===== config.mk =====
export PLATFORM = sky130hd
export DESIGN_NAME = display_scan_ctrl_flat
export DESIGN_NICKNAME = d
export VERILOG_FILES = /design/src/rtl/display_scan_ctrl_if.sv /design/src/rtl/display_scan_ctrl.sv /design/src/flat_wrapper.sv
export SDC_FILE = /design/constraint.sdc
export NUM_CORES = 1
export LEC_CHECK = 0
export ABC_AREA = 1
export CAP_MARGIN = 5
export CORE_UTILIZATION = 53
export CTS_BUF_LIST = sky130_fd_sc_hd__clkbuf_4 sky130_fd_sc_hd__clkbuf_8 sky130_fd_sc_hd__clkbuf_16
export CTS_CLUSTER_DIAMETER = 150
export DETAILED_ROUTE_END_ITERATION = 6
export MAX_ROUTING_LAYER = met4
export PLACE_DENSITY = 0.79
export SYNTH_ARGS = -nofsm -noshare
export SYNTH_HDL_FRONTEND = slang
export SYNTH_SLANG_ARGS = --single-unit
export TNS_END_PERCENT = 50

===== constraint.sdc =====
create_clock -name clk -period 1.9 [get_ports clk]
set_input_delay 0.19 -clock clk [delete_from_list [all_inputs] [get_ports clk]]
set_output_delay 0.19 -clock clk [all_outputs]
set_load 0.02 [all_outputs]

===== src/rtl/display_scan_ctrl_if.sv =====
// Load/ack handshake between the digit-value producer and the scan controller.
// The master drives din/load; the controller answers with load_ack/pending.
interface display_scan_ctrl_if;
  logic [15:0] din;
  logic        load;
  logic        load_ack;
  logic        pending;

  modport master (output din, output load, input load_ack, input pending);
  modport slave  (input din, input load, output load_ack, output pending);
endinterface


===== src/rtl/display_scan_ctrl.sv =====
// Four-digit display scan controller: a prescaler paces the digit rotation with a
// blanking gap per slot, and shadowed digit values commit only at the frame wrap.
//
// state    | meaning
// ---------+---------------------------------------------------------------
// ST_DRIVE | Select = one-hot(index); a tick advances the index and starts blanking
// ST_BLANK | Select dark; counts down BLANK cycles, then drives the new index
module display_scan_ctrl #(
  parameter int PRESCALE = 100000,
  parameter int BLANK    = 2
) (
  input  logic                 clk,
  input  logic                 reset,
  input  logic                 en,
  display_scan_ctrl_if.slave   bus,
  output logic [3:0]           displayA,
  output logic [3:0]           displayB,
  output logic [3:0]           displayC,
  output logic [3:0]           displayD,
  output logic [3:0]           Select,
  output logic                 frame_start
);

  localparam int PW = (PRESCALE > 1) ? $clog2(PRESCALE) : 1;
  localparam int BW = (BLANK > 1) ? $clog2(BLANK) : 1;
  localparam logic [PW-1:0] PRESC_MAX  = PW'(PRESCALE - 1);
  localparam logic [BW-1:0] BLANK_INIT = (BLANK > 0) ? BW'(BLANK - 1) : '0;

  localparam logic [0:0] ST_DRIVE = 1'b0;
  localparam logic [0:0] ST_BLANK = 1'b1;

  logic [PW-1:0] presc_q, presc_d;
  logic [1:0]    idx_q, idx_d;
  logic [0:0]    state_q, state_d;
  logic [BW-1:0] blank_cnt_q, blank_cnt_d;
  logic [3:0]    select_q, select_d;
  logic [15:0]   disp_q, disp_d;
  logic [15:0]   shadow_q, shadow_d;
  logic          pending_q, pending_d;
  logic          frame_start_q, frame_start_d;
  logic          load_ack_q, load_ack_d;

  logic tick;
  logic wrap;
  logic commit;

  function automatic logic [3:0] one_hot(input logic [1:0] i);
    one_hot = 4'b0001 << i;
  endfunction

  always_comb begin
    presc_d       = presc_q;
    idx_d         = idx_q;
    state_d       = state_q;
    blank_cnt_d   = blank_cnt_q;
    select_d      = select_q;
    disp_d        = disp_q;
    shadow_d      = shadow_q;
    pending_d     = pending_q;

    tick   = en && (presc_q == PRESC_MAX);
    wrap   = tick && (idx_q == 2'd3);
    commit = wrap && pending_q;

    if (en) begin
      presc_d = tick ? '0 : presc_q + 1'b1;
    end
    if (tick) begin
      idx_d = idx_q + 2'd1;
    end

    // Disabling blanks immediately but leaves state/index/blank count parked.
    if (!en) begin
      select_d = '0;
    end else begin
      case (state_q)
        ST_DRIVE: begin
          if (tick) begin
            if (BLANK == 0) begin
              select_d = one_hot(idx_q + 2'd1);
            end else begin
              state_d     = ST_BLANK;
              blank_cnt_d = BLANK_INIT;
              select_d    = '0;
            end
          end else begin
            select_d = one_hot(idx_q);
          end
        end
        ST_BLANK: begin
          if (blank_cnt_q == '0) begin
            state_d  = ST_DRIVE;
            select_d = one_hot(idx_q);
          end else begin
            blank_cnt_d = blank_cnt_q - 1'b1;
            select_d    = '0;
          end
        end
        default: begin
          state_d  = ST_DRIVE;
          select_d = '0;
        end
      endcase
    end

    // Commit reads the old shadow, so a load in the same cycle stays pending.
    if (commit) begin
      disp_d    = shadow_q;
      pending_d = 1'b0;
    end
    if (bus.load) begin
      shadow_d  = bus.din;
      pending_d = 1'b1;
    end

    frame_start_d = wrap;
    load_ack_d    = commit;
  end

  always_ff @(posedge clk or posedge reset) begin
    if (reset) begin
      presc_q       <= '0;
      idx_q         <= '0;
      state_q       <= ST_DRIVE;
      blank_cnt_q   <= '0;
      select_q      <= 4'b0001;
      disp_q        <= '0;
      shadow_q      <= '0;
      pending_q     <= 1'b0;
      frame_start_q <= 1'b0;
      load_ack_q    <= 1'b0;
    end else begin
      presc_q       <= presc_d;
      idx_q         <= idx_d;
      state_q       <= state_d;
      blank_cnt_q   <= blank_cnt_d;
      select_q      <= select_d;
      disp_q        <= disp_d;
      shadow_q      <= shadow_d;
      pending_q     <= pending_d;
      frame_start_q <= frame_start_d;
      load_ack_q    <= load_ack_d;
    end
  end

  assign displayA     = disp_q[3:0];
  assign displayB     = disp_q[7:4];
  assign displayC     = disp_q[11:8];
  assign displayD     = disp_q[15:12];
  assign Select       = select_q;
  assign frame_start  = frame_start_q;
  assign bus.load_ack = load_ack_q;
  assign bus.pending  = pending_q;

endmodule


===== src/flat_wrapper.sv =====
// flat-port wrapper written by rule: the top's interface ports become plain ports
module display_scan_ctrl_flat 
#(
  parameter int PRESCALE = 100000,
  parameter int BLANK    = 2
)
  (clk, reset, en, displayA, displayB, displayC, displayD, Select, frame_start, bus_din, bus_load, bus_load_ack, bus_pending);
  display_scan_ctrl_if bus_i ();
  input  logic clk;
  input  logic reset;
  input  logic en;
  output logic [3:0] displayA;
  output logic [3:0] displayB;
  output logic [3:0] displayC;
  output logic [3:0] displayD;
  output logic [3:0] Select;
  output logic frame_start;
  input wire logic [$bits(bus_i.din)-1:0] bus_din;
  input wire logic [$bits(bus_i.load)-1:0] bus_load;
  output wire logic [$bits(bus_i.load_ack)-1:0] bus_load_ack;
  output wire logic [$bits(bus_i.pending)-1:0] bus_pending;
  assign bus_i.din = bus_din;
  assign bus_i.load = bus_load;
  assign bus_load_ack = bus_i.load_ack;
  assign bus_pending = bus_i.pending;
  display_scan_ctrl #(.PRESCALE(PRESCALE), .BLANK(BLANK)) u_core (.clk(clk), .reset(reset), .en(en), .bus(bus_i), .displayA(displayA), .displayB(displayB), .displayC(displayC), .displayD(displayD), .Select(Select), .frame_start(frame_start));
endmodule

# Word-level counts from Yosys, hierarchy flattened
# Index checks and enable logic that the tools add are counted.
[totals]
ff_bits = 60
latch_bits = 0
mem_bits_rw = 0
romBits = 0
input_bits = 20
output_inout_bits = 23
word_cells = 36
mem_count = 0
[op_classes]
n_addsub = 3
multipliers = 0
n_div = 0
n_lt_le_gt_ge = 0
eq_ne = 3
shift = 1
muxes = 13
bitwise_logic = 1
n_reduce_logical = 5
[op_table]
columns = ["cell", "n"]
rows = [
  ["17-bit by 1-bit adder with 17-bit output (second input constant)", 1],
  ["17-bit == test (second input constant)", 1],
  ["17-bit two-way mux", 1],
  ["4-bit two-way mux", 3],
  ["4-bit one-hot mux with 2 select lines", 1],
  ["1-bit two-way mux", 6],
  ["1-bit one-hot mux with 2 select lines", 2],
  ["1-bit by 2-bit << shifter with 4-bit output (first input constant)", 1],
  ["1-bit logical AND", 3],
  ["2-bit by 1-bit adder with 2-bit output (second input constant)", 1],
  ["2-bit == test (second input constant)", 1],
  ["2-bit by 1-bit != test with 1-bit output (second input constant)", 1],
  ["2-bit AND reduction", 1],
  ["2-bit nonzero test", 1],
  ["1-bit NOT", 1],
  ["1-bit subtractor (second input constant)", 1],
]

# Depth between registers and ports, before layout
[depth]
ltp_word = 6
depth_mapped = 9
ltp_nobuf = 8

# Least setup slack after synthesis
# Ideal clock, no wire load.
[synth_timing]
kind = "reg2reg"
start = "register u_core.presc_q[1]"
end = "register u_core.disp_q[0]"
setup_time_ps = 117
t_arrival_ps = 1304
required_ps = 1783
slack_ps = 479
path_stages_with_launch = 10
n_path_buf = 1
synth_period_minus_slack_ps = 1421
path_cell_list = "dfrtp_1 -> ha_1 -> nand2_1 -> nor2_1 -> inv_1 -> nor2_4 -> nand4_4 -> buf_6 -> nand2_1 -> nand2_1"
[synth_via]
elab_chain_len = 4
[synth_rtl]
columns = ["element", "line_no", "source"]
rows = [
  ["start, declared", "display_scan_ctrl.sv:32", "logic [PW-1:0] presc_q, presc_d;"],
  ["start signal, assigned", "display_scan_ctrl.sv:133", "presc_q <= presc_d;"],
  ["17-bit == test", "display_scan_ctrl.sv:61", "tick = en && (presc_q == PRESC_MAX);"],
  ["1-bit logical AND", "display_scan_ctrl.sv:61", ""],
  ["1-bit logical AND", "display_scan_ctrl.sv:62", "wrap = tick && (idx_q == 2'd3);"],
  ["1-bit logical AND", "display_scan_ctrl.sv:63", "commit = wrap && pending_q;"],
  ["end signal, assigned", "display_scan_ctrl.sv:138", "disp_q <= disp_d;"],
  ["end, declared", "display_scan_ctrl.sv:37", "logic [15:0] disp_q, disp_d;"],
]
# Every way passes these cells.
# A chain may end at the register's enable or synchronous reset.

# Worst setup path after layout
[layout_timing]
start = "register u_core.presc_q[1]"
end = "register u_core.load_ack_q (netlist: u_core.bus.load_ack)"
[layout_via]
elab_chain_len = 4
[layout_rtl]
columns = ["element", "line_no", "source"]
rows = [
  ["17-bit == test", "display_scan_ctrl.sv:61", ""],
  ["1-bit logical AND", "display_scan_ctrl.sv:61", ""],
  ["1-bit logical AND", "display_scan_ctrl.sv:62", ""],
  ["1-bit logical AND", "display_scan_ctrl.sv:63", ""],
  ["via u_core.commit", "display_scan_ctrl.sv:45", "logic commit;"],
  ["end signal, assigned", "display_scan_ctrl.sv:142", "load_ack_q <= load_ack_d;"],
  ["end, declared", "display_scan_ctrl.sv:41", "logic load_ack_q, load_ack_d;"],
]
# The timed path passes the listed nets, and every way through them passes these cells.

==> results.ini <==
[outcome]
status=finished with violations
violations=design-rule violations

[worst_setup_path]
critPathSlowestCell=dfrtp_1
cp.arrival_ns=2.02
critPathRequiredTime_ns=2.18
worstSetupPathType=reg2reg
path_cells=ha_1 -> nand2_1 -> nor2_1 -> inv_1 -> nor2_4 -> nand4_4 -> buf_4 -> inv_1
r2r_slack_ns=0.16
crit_path_max_fanout=17
reg2reg_from=u_core.presc_q[1]$_DFFE_PP0P_
start_kind=flip-flop
r2r-end=u_core.bus.load_ack$_DFF_PP0_
end_kind=flip-flop
worst_path_largest_cell_delay_ns=0.38
worstRegToRegCells=8
cp_common_cell=inv_1

[layout]
drive_gt1_share_pct=10.7
n_fill_cell=395
n_antenna_cell=0
area_growth_syn_to_layout_pct=27.0
layout.nets=412
multi_input_area_mm2=0.00106
utilization_pct=69.5
regArea_mm2=0.00150

[clock_network]
insertion_delay_ns=0.33
cts.htree.levels=3
postCtsSetupRepairBufs=0
cts_buffer_depth=2
clockRootBuffer=clkbuf_8
cts.hold.buffers_added=0
cts_tree=done
post_cts_resize_count=0
cts_buffers=9
clock-sinks=60
path_clk_slew_ns=0.07

[grt]
grt-ovfl-total=0
grt_pass1_vias=2065
grt_max_degree=33
antenna_found_initial=0
grt_usage_pct=23.5
grt_pass1_wl_um=9330

[logic_synthesis]
syn_nets=361
synth_seq_cells=60
synthTopCellsByArea=dfrtp_1, nand2_1, inv_1, nand4_1, nor2_1
synth_top_area_cell=dfrtp_1
seq_area_frac_synth_pct=53.8
syn_area_mm2=0.00280
synth_cell_types=24
avgSynthCellArea_um2=8.32
syn_inst=336
synth-main-ff-cell=dfrtp_1
yosys.area.top_type_share_pct=52.8
synth-async-reset-ratio_pct=100
synth-edff-count=0
ys_warn_count=0
synth_commonest_cells=nand2_1, dfrtp_1, inv_1
synth.most_common_cell=nand2_1

[power]
ir_drop_mv=0.527
clockPowerShare_pct=43.1
powerDensity_mw_per_mm2=861
p_sw_uw=731
p_seq_share_pct=47.4
cellLeakagePower_uw=0.00183
power_frac_comb_pct=9.5
p_int_uw=2330
sw_frac_of_total_pct=23.9

[timing]
maxSlewViolCount=0
layout_min_cycle_time_ns=1.74
achievable-frequency_mhz=576
tightest_slew_ns=0.489
slew_headroom_pct=67.2
whs_ns=0.146
hold_violations=0
setup_violations=0
min_period_over_period_pct=91.4
clock_skew_ns=0.00895

[detailed_routing]
route.detailed.drc=1
ant_nets=0
via_per_inst=4.97
vias=2298
wirelength_um=5610
wl_per_cell_um=12.1
drtIter0Drc=172
first_pass_iters=6

[floorplanning]
io_pins=43
row_count=26
start_util_pct=54.7
core_mm2=0.00511
die_w_um=74.6
die_area_mm2=0.00557
floorplan.die.height_um=74.6

[worst_hold_path]
hp-class=in2async

[placed_design]
globalplace.congestion=0.889
io_buffers=42
hpwl_um=3930

[flow_run]
drv_cap=0

-- per-layer routing --
| layer | vias up | wire length [um] | GRT usage, % | part of all wire (%) |
|---|---|---|---|---|
| met3 | 4 | 311 | 7.10 | 5.5 |
| met5 | - | 0 | - | 0 |
| li1 | 1151 | - | - | - |
| met2 | 76 | 2630 | 32.9 | 47 |
| met1 | 1067 | 2610 | 31.4 | 47 |
| met4 | 0 | 55 | 10.7 | 0.98 |
-- sequential cells by signal, summed over array words and instances, names as in the netlist --
signal,cells
u_core.presc_q,17
u_core.disp_q,16
u_core.shadow_q,16
u_core.Select,4
u_core.idx_q,2
u_core.blank_cnt_q,1
u_core.bus.load_ack,1
u_core.bus.pending,1
u_core.frame_start,1
u_core.state_q,1
-- per-stage QoR --
step                setup WS, ns  std cells  power, uW  area, um2   TNS (ns)
finish                     0.163        462       3060       3550          0
global route           -0.000149        462       3200       3550  -0.000149
CTS                        0.176        461       3090       3540          0
detailed placement        0.0488        445       1760       3310          0
global placement          0.0871        445       1750       3310          0
floorplan                  0.227        336       1650       2800          0
-- cell usage in the layout, fill, tap and decap left out --
cell type / synthesis / routed
a21oi_1: 4 / 4
a21oi_2: 1 / 1
buf_12: 0 / 2
buf_4: 2 / 7
bufinv_16: 0 / 2
clkbuf_4: 0 / 2
clkbuf_8: 0 / 11
clkdlybuf4s50_1: 0 / 42
clkinv_1: 1 / 1
clkinv_4: 0 / 1
dfrtp_1: 59 / 59
dfstp_2: 1 / 1
ha_1: 5 / 5
inv_1: 34 / 33
inv_2: 4 / 5
nand2_1: 125 / 125
nand2_2: 3 / 3
nand3_1: 17 / 17
nand4_1: 19 / 19
nand4_4: 1 / 1
nor2_1: 30 / 30
nor2_2: 3 / 3
nor2_4: 1 / 1
nor3_1: 3 / 3
nor3_2: 2 / 2
o21ai_0: 6 / 6
xor2_1: 6 / 6
-- logic make-up (layout without fill, tap and decap cells) --
family	after synthesis	in the layout	synth area share, %
simple gates	204	204	31.9
buf+inv	50	106	8.15
xor+xnor	6	6	1.88
flops	60	60	53.8
compound gates	11	11	2.10
fa+ha+maj	5	5	2.24
-- final cells by class --
cell class / count / share of cell area [%]
Inverter: 39 / 4.12
Clock inverter: 3 / 1.94
Timing Repair Buffer: 51 / 14.5
Tap cell: 70 / 2.47
Clock buffer: 13 / 4.69
Sequential cell: 60 / 42.3
Multi-Input combinational cell: 226 / 30.0
-- power by group through the flow --
| stage | registers (uW) | logic [uW] | clock network, uW |
|---|---|---|---|
| 2_1_floorplan | 1450 | 202 | 0 |
| 3_3_place_gp | 1460 | 286 | 0 |
| 3_5_place_dp | 1470 | 290 | 0 |
| 4_1_cts | 1440 | 295 | 1350 |
| 5_1_grt | 1450 | 341 | 1410 |
| 6_report | 1450 | 292 | 1320 |
-- worst max-delay path, delay by kind of cell (launching register included) --
family / cells / cell delay, ns
and+or+nand+nor: 4 / 0.68
DFF: 1 / 0.38
buffers and inverters: 3 / 0.40
adders and majority gates: 1 / 0.22
-- how the worst max path moves through the flow --
| stage | startpoint | to | slack [ns] |
|---|---|---|---|
| after floorplan | reset | u_core.Select[1]$_DFF_PP0_ | 0.23 |
| after global placement | en | u_core.disp_q[0]$_DFFE_PP0P_ | 0.09 |
| after detailed placement | en | u_core.disp_q[6]$_DFFE_PP0P_ | 0.05 |
| after CTS | u_core.presc_q[1]$_DFFE_PP0P_ | u_core.disp_q[14]$_DFFE_PP0P_ | 0.18 |
| after global routing | u_core.presc_q[1]$_DFFE_PP0P_ | u_core.disp_q[5]$_DFFE_PP0P_ | -0.0001 |
| final | u_core.presc_q[1]$_DFFE_PP0P_ | u_core.bus.load_ack$_DFF_PP0_ | 0.16 |
Power figures use the tool's default switching activity.
